<file path="config.mk">
export PLATFORM = sky130hd
export DESIGN_NAME = double_max_hs
export DESIGN_NICKNAME = d
export VERILOG_FILES = /design/src/rtl/double_pkg.sv /design/src/rtl/double_max_core.sv /design/src/rtl/double_max_hs.sv
export SDC_FILE = /design/constraint.sdc
export NUM_CORES = 1
export LEC_CHECK = 0
export CAP_MARGIN = 15
export CORE_ASPECT_RATIO = 0.5
export CORE_MARGIN = 4
export CORE_UTILIZATION = 39
export DETAILED_ROUTE_END_ITERATION = 12
export PLACE_DENSITY_LB_ADDON = 0.08
export RECOVER_POWER = 100
export SLEW_MARGIN = 20
export SYNTH_ARGS = -nofsm -noshare
export SYNTH_HDL_FRONTEND = slang
export SYNTH_SLANG_ARGS = --single-unit
</file>
<file path="constraint.sdc">
create_clock -name clk -period 5.3 [get_ports clk]
set_input_delay 1.06 -clock clk [delete_from_list [all_inputs] [get_ports clk]]
set_output_delay 1.06 -clock clk [all_outputs]
set_load 0.02 [all_outputs]
</file>
<file path="src/rtl/double_pkg.sv">
// Shared definitions for the handshaked binary64 FPU components.
//   - binary64 field widths and the all-ones exponent
//   - canonical quiet NaN returned when no ordered operand exists
//   - stb/ack wrapper FSM state encoding
//   - is_nan / is_zero classification helpers
package double_pkg;

  localparam int SIGN_W = 1;
  localparam int EXP_W  = 11;
  localparam int MANT_W = 52;
  localparam int DBL_W  = SIGN_W + EXP_W + MANT_W;

  localparam logic [EXP_W-1:0] EXP_ONES   = '1;
  localparam logic [DBL_W-1:0] CANON_QNAN = 64'h7FF8000000000000;

  typedef enum logic [1:0] {
    GET_A   = 2'd0,
    GET_B   = 2'd1,
    COMPARE = 2'd2,
    PUT_Z   = 2'd3
  } state_t;

  function automatic logic is_nan(input logic [DBL_W-1:0] x);
    return (x[DBL_W-2 -: EXP_W] == EXP_ONES) && (x[MANT_W-1:0] != '0);
  endfunction

  // Either signed zero.
  function automatic logic is_zero(input logic [DBL_W-1:0] x);
    return x[DBL_W-2:0] == '0;
  endfunction

endpackage

</file>
<file path="src/rtl/double_max_core.sv">
// Combinational IEEE 754-2008 maxNum on binary64.
//   a, b      : operands
//   z         : maximum (non-NaN operand if exactly one is NaN,
//               canonical qNaN if both are, +0 for mixed-sign zeros)
//   unordered : at least one operand is NaN
module double_max_core
  import double_pkg::*;
(
  input  logic [DBL_W-1:0] a,
  input  logic [DBL_W-1:0] b,
  output logic [DBL_W-1:0] z,
  output logic             unordered
);

  logic             a_nan, b_nan;
  logic [DBL_W-2:0] a_mag, b_mag;

  assign a_nan = is_nan(a);
  assign b_nan = is_nan(b);
  assign a_mag = a[DBL_W-2:0];
  assign b_mag = b[DBL_W-2:0];

  always_comb begin
    z         = a;
    unordered = 1'b0;
    if (a_nan && b_nan) begin
      z         = CANON_QNAN;
      unordered = 1'b1;
    end else if (a_nan) begin
      z         = b;
      unordered = 1'b1;
    end else if (b_nan) begin
      z         = a;
      unordered = 1'b1;
    end else if (is_zero(a) && is_zero(b) && (a[DBL_W-1] != b[DBL_W-1])) begin
      z = '0;
    end else if (a[DBL_W-1] != b[DBL_W-1]) begin
      z = a[DBL_W-1] ? b : a;
    end else if (!a[DBL_W-1]) begin
      // Both positive: larger magnitude wins; ties keep A.
      z = (b_mag > a_mag) ? b : a;
    end else begin
      // Both negative: smaller magnitude wins; ties keep A.
      z = (b_mag < a_mag) ? b : a;
    end
  end

endmodule

</file>
<file path="src/rtl/double_max_hs.sv">
// stb/ack stream wrapper around double_max_core. One operation in flight:
// A is taken, then B, one compare cycle, then Z is offered until acked.
//   clk, rst_n          : clock, async active-low reset
//   input_a/_stb/_ack   : operand A channel (ack registered)
//   input_b/_stb/_ack   : operand B channel (ack registered)
//   output_z/_stb/_ack  : result channel with back-pressure
//   output_z_unordered  : a NaN operand was seen, valid with output_z_stb
module double_max_hs
  import double_pkg::*;
(
  input  logic             clk,
  input  logic             rst_n,
  input  logic [DBL_W-1:0] input_a,
  input  logic             input_a_stb,
  output logic             input_a_ack,
  input  logic [DBL_W-1:0] input_b,
  input  logic             input_b_stb,
  output logic             input_b_ack,
  output logic [DBL_W-1:0] output_z,
  output logic             output_z_stb,
  input  logic             output_z_ack,
  output logic             output_z_unordered
);

  state_t           state_q, state_d;
  logic [DBL_W-1:0] a_q, a_d, b_q, b_d, z_q, z_d;
  logic             unord_q, unord_d;
  logic             a_ack_q, a_ack_d, b_ack_q, b_ack_d, z_stb_q, z_stb_d;

  logic [DBL_W-1:0] core_z;
  logic             core_unord;

  double_max_core u_core (
    .a         (a_q),
    .b         (b_q),
    .z         (core_z),
    .unordered (core_unord)
  );

  always_comb begin
    state_d = state_q;
    a_d     = a_q;
    b_d     = b_q;
    z_d     = z_q;
    unord_d = unord_q;
    a_ack_d = a_ack_q;
    b_ack_d = b_ack_q;
    z_stb_d = z_stb_q;
    case (state_q)
      GET_A: begin
        // Ack comes up one cycle after reset release; it is computed
        // one cycle ahead so the port itself is a flop.
        a_ack_d = 1'b1;
        if (input_a_stb && a_ack_q) begin
          a_d     = input_a;
          a_ack_d = 1'b0;
          b_ack_d = 1'b1;
          state_d = GET_B;
        end
      end
      GET_B: begin
        if (input_b_stb && b_ack_q) begin
          b_d     = input_b;
          b_ack_d = 1'b0;
          state_d = COMPARE;
        end
      end
      COMPARE: begin
        z_d     = core_z;
        unord_d = core_unord;
        z_stb_d = 1'b1;
        state_d = PUT_Z;
      end
      PUT_Z: begin
        if (z_stb_q && output_z_ack) begin
          z_stb_d = 1'b0;
          a_ack_d = 1'b1;
          state_d = GET_A;
        end
      end
      default: state_d = GET_A;
    endcase
  end

  always_ff @(posedge clk or negedge rst_n) begin
    if (!rst_n) begin
      state_q <= GET_A;
      a_q     <= '0;
      b_q     <= '0;
      z_q     <= '0;
      unord_q <= 1'b0;
      a_ack_q <= 1'b0;
      b_ack_q <= 1'b0;
      z_stb_q <= 1'b0;
    end else begin
      state_q <= state_d;
      a_q     <= a_d;
      b_q     <= b_d;
      z_q     <= z_d;
      unord_q <= unord_d;
      a_ack_q <= a_ack_d;
      b_ack_q <= b_ack_d;
      z_stb_q <= z_stb_d;
    end
  end

  assign input_a_ack        = a_ack_q;
  assign input_b_ack        = b_ack_q;
  assign output_z           = z_q;
  assign output_z_stb       = z_stb_q;
  assign output_z_unordered = unord_q;

endmodule

</file>
Word-level counts from Yosys, hierarchy flattened
Cells that the tools add are included.
{"block": "totals", "regBits": 198, "in_bits": 133, "out_inout_bits": 68, "wordCells": 65}
{"block": "classes", "magnitude_cmp": 2, "eq_ne": 9, "mux": 24, "reduce_logical": 22}
{"op": "64-bit 2-to-1 mux", "count": 9}
{"op": "63-bit zero test", "count": 2}
{"op": "52-bit nonzero test", "count": 2}
{"op": "63-bit greater-than comparator", "count": 1}
{"op": "63-bit less-than comparator", "count": 1}
{"op": "11-bit == test, second input constant", "count": 2}
{"op": "1-bit logical AND", "count": 8}
{"op": "1-bit 2-to-1 mux", "count": 8}
{"op": "2-bit case mux with 4 select lines", "count": 1}
{"op": "2-bit AND reduction", "count": 4}
{"op": "2-bit 2-to-1 mux", "count": 3}
{"op": "2-bit inequality test, second input constant", "count": 3}
{"op": "1-bit case mux with 2 select lines", "count": 3}
{"op": "3-bit AND reduction", "count": 2}
{"op": "2-bit nonzero test", "count": 3}
{"op": "2-bit == test, second input constant", "count": 2}
{"op": "2-bit by 1-bit == test with 1-bit output, second input constant", "count": 1}
{"op": "2-bit zero test", "count": 1}
{"op": "1-bit inequality test", "count": 1}

Logic depth before layout (Yosys ltp)
{"block": "depth", "ltp_word": 8, "depth_mapped": 13, "ltp_nobuf": 11}

Modules after synthesis
A second synthesis with hierarchy kept.
{"block": "unflattened", "cells_unflattened": 907, "area_unflattened_um2": 11016.8}
{"module": "double_max_hs", "instances": 1, "cells_per_inst": 438, "area_per_inst_um2": 7706.1}
{"module": "double_max_core", "instances": 1, "cells_per_inst": 469, "area_per_inst_um2": 3310.7}

Worst setup path after synthesis
Ideal clock, no wire load.
{"block": "synth_timing", "path_type": "register to register", "startpoint": "register a_q[20]", "endpoint": "register z_q[13], in the netlist output_z[13]", "setup_time_ns": 0.087, "t_arrival_ns": 2.930, "setup_slack_ns": 2.283, "path_stages_with_launch": 14, "path_buffers": 2, "cell_sequence": "dfrtp_1 > inv_1 > ha_1 > a21o_1 > a21o_1 > a2111o_1 > a211o_1 > or2_1 > o31ai_4 > or2_1 > buf_4 > buf_6 > a31oi_1 > a211oi_2"}
{"block": "synth_between", "elab_chain_len": 8, "elab_cells_between_ends": 16, "cone_classes": "order compare (2); mux (8); reduce/logical (6)"}
{"element": "start, declared", "line_no": "double_max_hs.sv:26", "text": "logic [DBL_W-1:0] a_q, a_d, b_q, b_d, z_q, z_d;"}
{"element": "start signal, assigned", "line_no": "double_max_hs.sv:88", "text": "a_q <= '0;"}
{"element": "start signal, assigned", "line_no": "double_max_hs.sv:97", "text": "a_q <= a_d;"}
{"element": "63-bit greater-than comparator or 63-bit less-than comparator (tied branches)", "line_no": "double_max_core.sv:41, double_max_core.sv:44"}
{"element": "64-bit 2-to-1 mux, on equally long branches", "line_no": "double_max_core.sv:41, double_max_core.sv:44"}
{"element": "64-bit 2-to-1 mux", "line_no": "double_max_core.sv:39", "text": "end else if (!a[DBL_W-1]) begin"}
{"element": "64-bit 2-to-1 mux", "line_no": "double_max_core.sv:37", "text": "end else if (a[DBL_W-1] != b[DBL_W-1]) begin"}
{"element": "64-bit 2-to-1 mux", "line_no": "double_max_core.sv:35", "text": "end else if (is_zero(a) && is_zero(b) && (a[DBL_W-1] != b[DBL_W-1])) begin"}
{"element": "64-bit 2-to-1 mux", "line_no": "double_max_core.sv:32", "text": "end else if (b_nan) begin"}
{"element": "64-bit 2-to-1 mux", "line_no": "double_max_core.sv:29", "text": "end else if (a_nan) begin"}
{"element": "64-bit 2-to-1 mux *", "line_no": "double_max_core.sv:26", "text": "if (a_nan && b_nan) begin"}
{"element": "end signal, assigned", "line_no": "double_max_hs.sv:99", "text": "z_q <= z_d;"}
{"element": "end, declared", "line_no": "double_max_hs.sv:26"}
Mark *: on every way between the ends. The rest lies on a longest branch, timed or not.
A chain may end at the register's enable or synchronous reset.

Worst setup path after layout
{"block": "layout_timing", "startpoint": "register a_q[21]", "endpoint": "register z_q[17], in the netlist output_z[17]"}
Same word-level chain as after synthesis.

==> out/qor.csv <==
stage,metric,value,unit
synthesis,Synth Warn #,0,
global_routing,initial antenna violation count,2,
pwr,sequential share of power,34.7,%
pwr,switching power share of the total,45.5,%
sta,Slew @ Worst Pin,3690,ps
route,1st-iter DRT viols,850,
pwr,Gate power share,49.9,%
floorplan,core footprint,28100,um^2
floorplan,die width,249,um
synthesis,post-synthesis async set-or-reset flop share,100,%
clock_tree,H-tree levels,4,
clock_tree,worst-case clock buffer depth,2,
setup_path,crit path max fanout,19,
synthesis,dominant synthesized flop cell,dfrtp_1,
sta,Final Max Slew Viols,208,
clock_tree,post_cts resized,0,
pwr,Leak,6.24,nW
setup_path,"Arr. time, crit path",4870,ps
pwr,Pint,5.21,mW
global_routing,largest net degree at the start of global routing,77,
cells_and_area,layout overhead on the synthesized area,26.2,%
synthesis,syn_nets,1300,
global_routing,GRT Residual Overflow,0,
sta,TNS Setup,0,ps
floorplan,die area,31900,um^2
sta,Final Setup Violations,0,
floorplan,initial core utilization,40.2,%
placed_design,IO buf count,200,
setup_path,Crit path required time,5610,ps
cells_and_area,fraction of layout cells with a size suffix above 1,15.3,%
route,total number of vias,9876,
placed_design,Final GP Congestion,0.886,
clock_tree,Post-CTS Setup Bufs,0,
synthesis,Synth top cells by count,"dfrtp_1, mux2_2, a21oi_1, inv_1, nand2_1",
route,per-cell routed wire length,22.9,um
synthesis,number of distinct library cells after synthesis,53,
pwr,Power Density,672,nW/um^2
route,Post-route DRC,0,
cells_and_area,nets,1472,
route,Post-DRT Antenna Nets,0,
sta,RSZ-0062 raised after global routing,no,
pwr,Max VDD drop,309,uV
setup_path,worst path bufs/invs,2,
synthesis,cell count after synthesis,1099,
hold_path,Worst Hold Class,flop to flop,
clock_tree,cts hold-fix bufs,0,
synthesis,number of enable flip-flop cells after synthesis,0,
sta,Final Cycle Share,86.0,%
setup_path,Max stage delay on crit path,880,ps
floorplan,die height,128,um
global_routing,Tot GR Track Use,24.0,%
run_status,failing checks,"capacitance limit, slew limit",
pwr,switching component of the power,4.36,mW
placed_design,hpwl dp,26900,um
synthesis,post-synthesis sequential area ratio,43.9,%
sta,final hold violation count,0,
setup_path,element type at the critical path end,flop,
clock_tree,Skew-Pair Late Insertion Delay,460,ps
route,drt pass-1 iters,6,
clock_tree,root buf cell,clkbuf_16,
setup_path,slowest CP cell,nor4_1,
clock_tree,total CTS buffers,17,
cells_and_area,multi-input logic area,5720,um^2
route,Vias/cell,5.93,
sta,Period minus WS final,4560,ps
pwr,Final Total Pwr,9.57,mW
pwr,power share of the clock group,15.4,%
synthesis,Yosys top cell area share,43.9,%
synthesis,leading area contributor after synthesis,dfrtp_1,
synthesis,Yosys reg bits,198,
setup_path,critical path class,flop to flop,
clock_tree,Clock Sinks,198,
sta,slew margin rel.,-146,%
synthesis,leading cell type by number of instances after synthesis,dfrtp_1,
setup_path,"CP delay by family, top",simple AND/OR/NAND/NOR gates,
cells_and_area,Fillers,2505,
job,max-cap check violation count,3,
global_routing,first-pass GRT wire length,59600,um
synthesis,Synth area leaders,"dfrtp_1, mux2_2, ha_1",
floorplan,FP Rows,43,
sta,clk_skew,8.97,ps
synthesis,Syn Std Cell Area,11300,um^2
clock_tree,"Reg clk slew, reported paths",70,ps
floorplan,I/O pin cnt,201,
setup_path,crit-path cells,nor4_1 > nand4_1 > nor4_1 > or4_1 > clkbuf_1 > nor2_1 > clkbuf_1 > a221o_1 > o21ai_0 > o211ai_1,
route,final wirelength,38100,um
synthesis,synthesized area per cell,10.3,um^2
sta,f_max,219,MHz
cells_and_area,FF/Latch Area,4950,um^2
setup_path,element type at the critical path start,flop,
clock_tree,CTS tree,done,
global_routing,vias in the first global route,10077,
run_status,status,"finished, violations left",
==> logic make-up (layout without fill, tap and decap cells) <==
logic type,after synthesis,after routing,synth area share [%]
AO/OA/AOI/OAI,327,327,20.6
AND/OR/NAND/NOR,238,238,10.1
flip-flops,198,198,43.9
buffers and inverters,138,322,4.88
multiplexers,130,130,13.0
adder cells (fa/ha/maj),68,68,7.54
other,0,1,0
==> cell usage in the layout (no fill, tap or decap), drive strengths merged, types with 22 or more instances in the layout <==
| cell type | netlist | layout |
|---|---|---|
| dfrtp | 198 | 198 |
| clkdlybuf4s50 | 0 | 129 |
| mux2 | 128 | 128 |
| a21oi | 73 | 73 |
| inv | 72 | 73 |
| dlygate4sd3 | 0 | 70 |
| nand2 | 69 | 69 |
| ha | 68 | 68 |
| nor2 | 68 | 68 |
| o21ai | 54 | 54 |
| a31oi | 37 | 37 |
| nor4 | 37 | 37 |
| a211oi | 35 | 35 |
| a21o | 33 | 33 |
| clkbuf | 57 | 23 |
| nand4 | 22 | 22 |
==> per-layer routing <==
metal	wire, um	vias to the layer above	part of all wire, %	global-route usage (%)
li1	-	4463	-	-
met1	17400	4974	46	34.0
met2	17300	399	45	37.4
met3	2710	40	7.1	5.09
met4	691	0	1.8	6.75
met5	0	-	0	0
==> worst min-delay path, cell delays in order, from the launching register on <==
cell      delay, ps
dfrtp_1         340
o21ai_0          70
o211ai_1         80
==> state kept, by name, summed over array words and instances, names as in the netlist <==
| name | count |
|---|---|
| output_z_stb | 1 |
| a_q | 64 |
| b_q | 64 |
| input_b_ack | 1 |
| input_a_ack | 1 |
| state_q | 2 |
| output_z | 64 |
| output_z_unordered | 1 |
==> cell type report <==
class                      count  share of cell area [%]
clock buffer                  20                    3.21
antenna                        1                  0.0176
sequential                   198                    34.8
multi-input combinational    763                    40.2
timing repair buffer         219                    15.2
tap                          382                    3.36
clock inverter                11                    1.39
inverter                      72                    1.90
==> path summary, 6_finish.rpt <==
path                             start            to  slack (ps)  cells past startpoint
hold / removal             output_z[6]   output_z[6]         530                      2
setup reg to reg               a_q[21]  output_z[17]         740                     10
min in group asynchronous        rst_n       b_q[59]        2000                      1
max in group asynchronous        rst_n       b_q[53]        1200                      2
hold reg to reg            output_z[6]   output_z[6]         530                      2
setup / recovery               a_q[21]  output_z[17]         740                     10
==> power groups by stage <==
stage / registers (mW) / clock network (mW) / logic [mW]
after floorplan: 3.11 / 0 / 3.21
after global placement: 3.31 / 0 / 4.72
after detailed placement: 3.32 / 0 / 4.88
after CTS: 3.30 / 1.50 / 4.91
after global routing: 3.41 / 1.56 / 5.31
final: 3.32 / 1.47 / 4.78
==> stage by stage <==
step                setup slack (ps)  std cells  hold WS (ps)  utilization (%)  instance area (um^2)
global placement                1460       1634           507             48.8                 13700
CTS                             1340       1665           532             51.1                 14400
finish                           743       1666           528             50.7                 14200
floorplan                       2280       1099           504                -                 11300
global route                     529       1666           556             50.7                 14200
detailed placement              1360       1634           516             48.8                 13700
No activity file was read; power rests on OpenSTA's default activity.
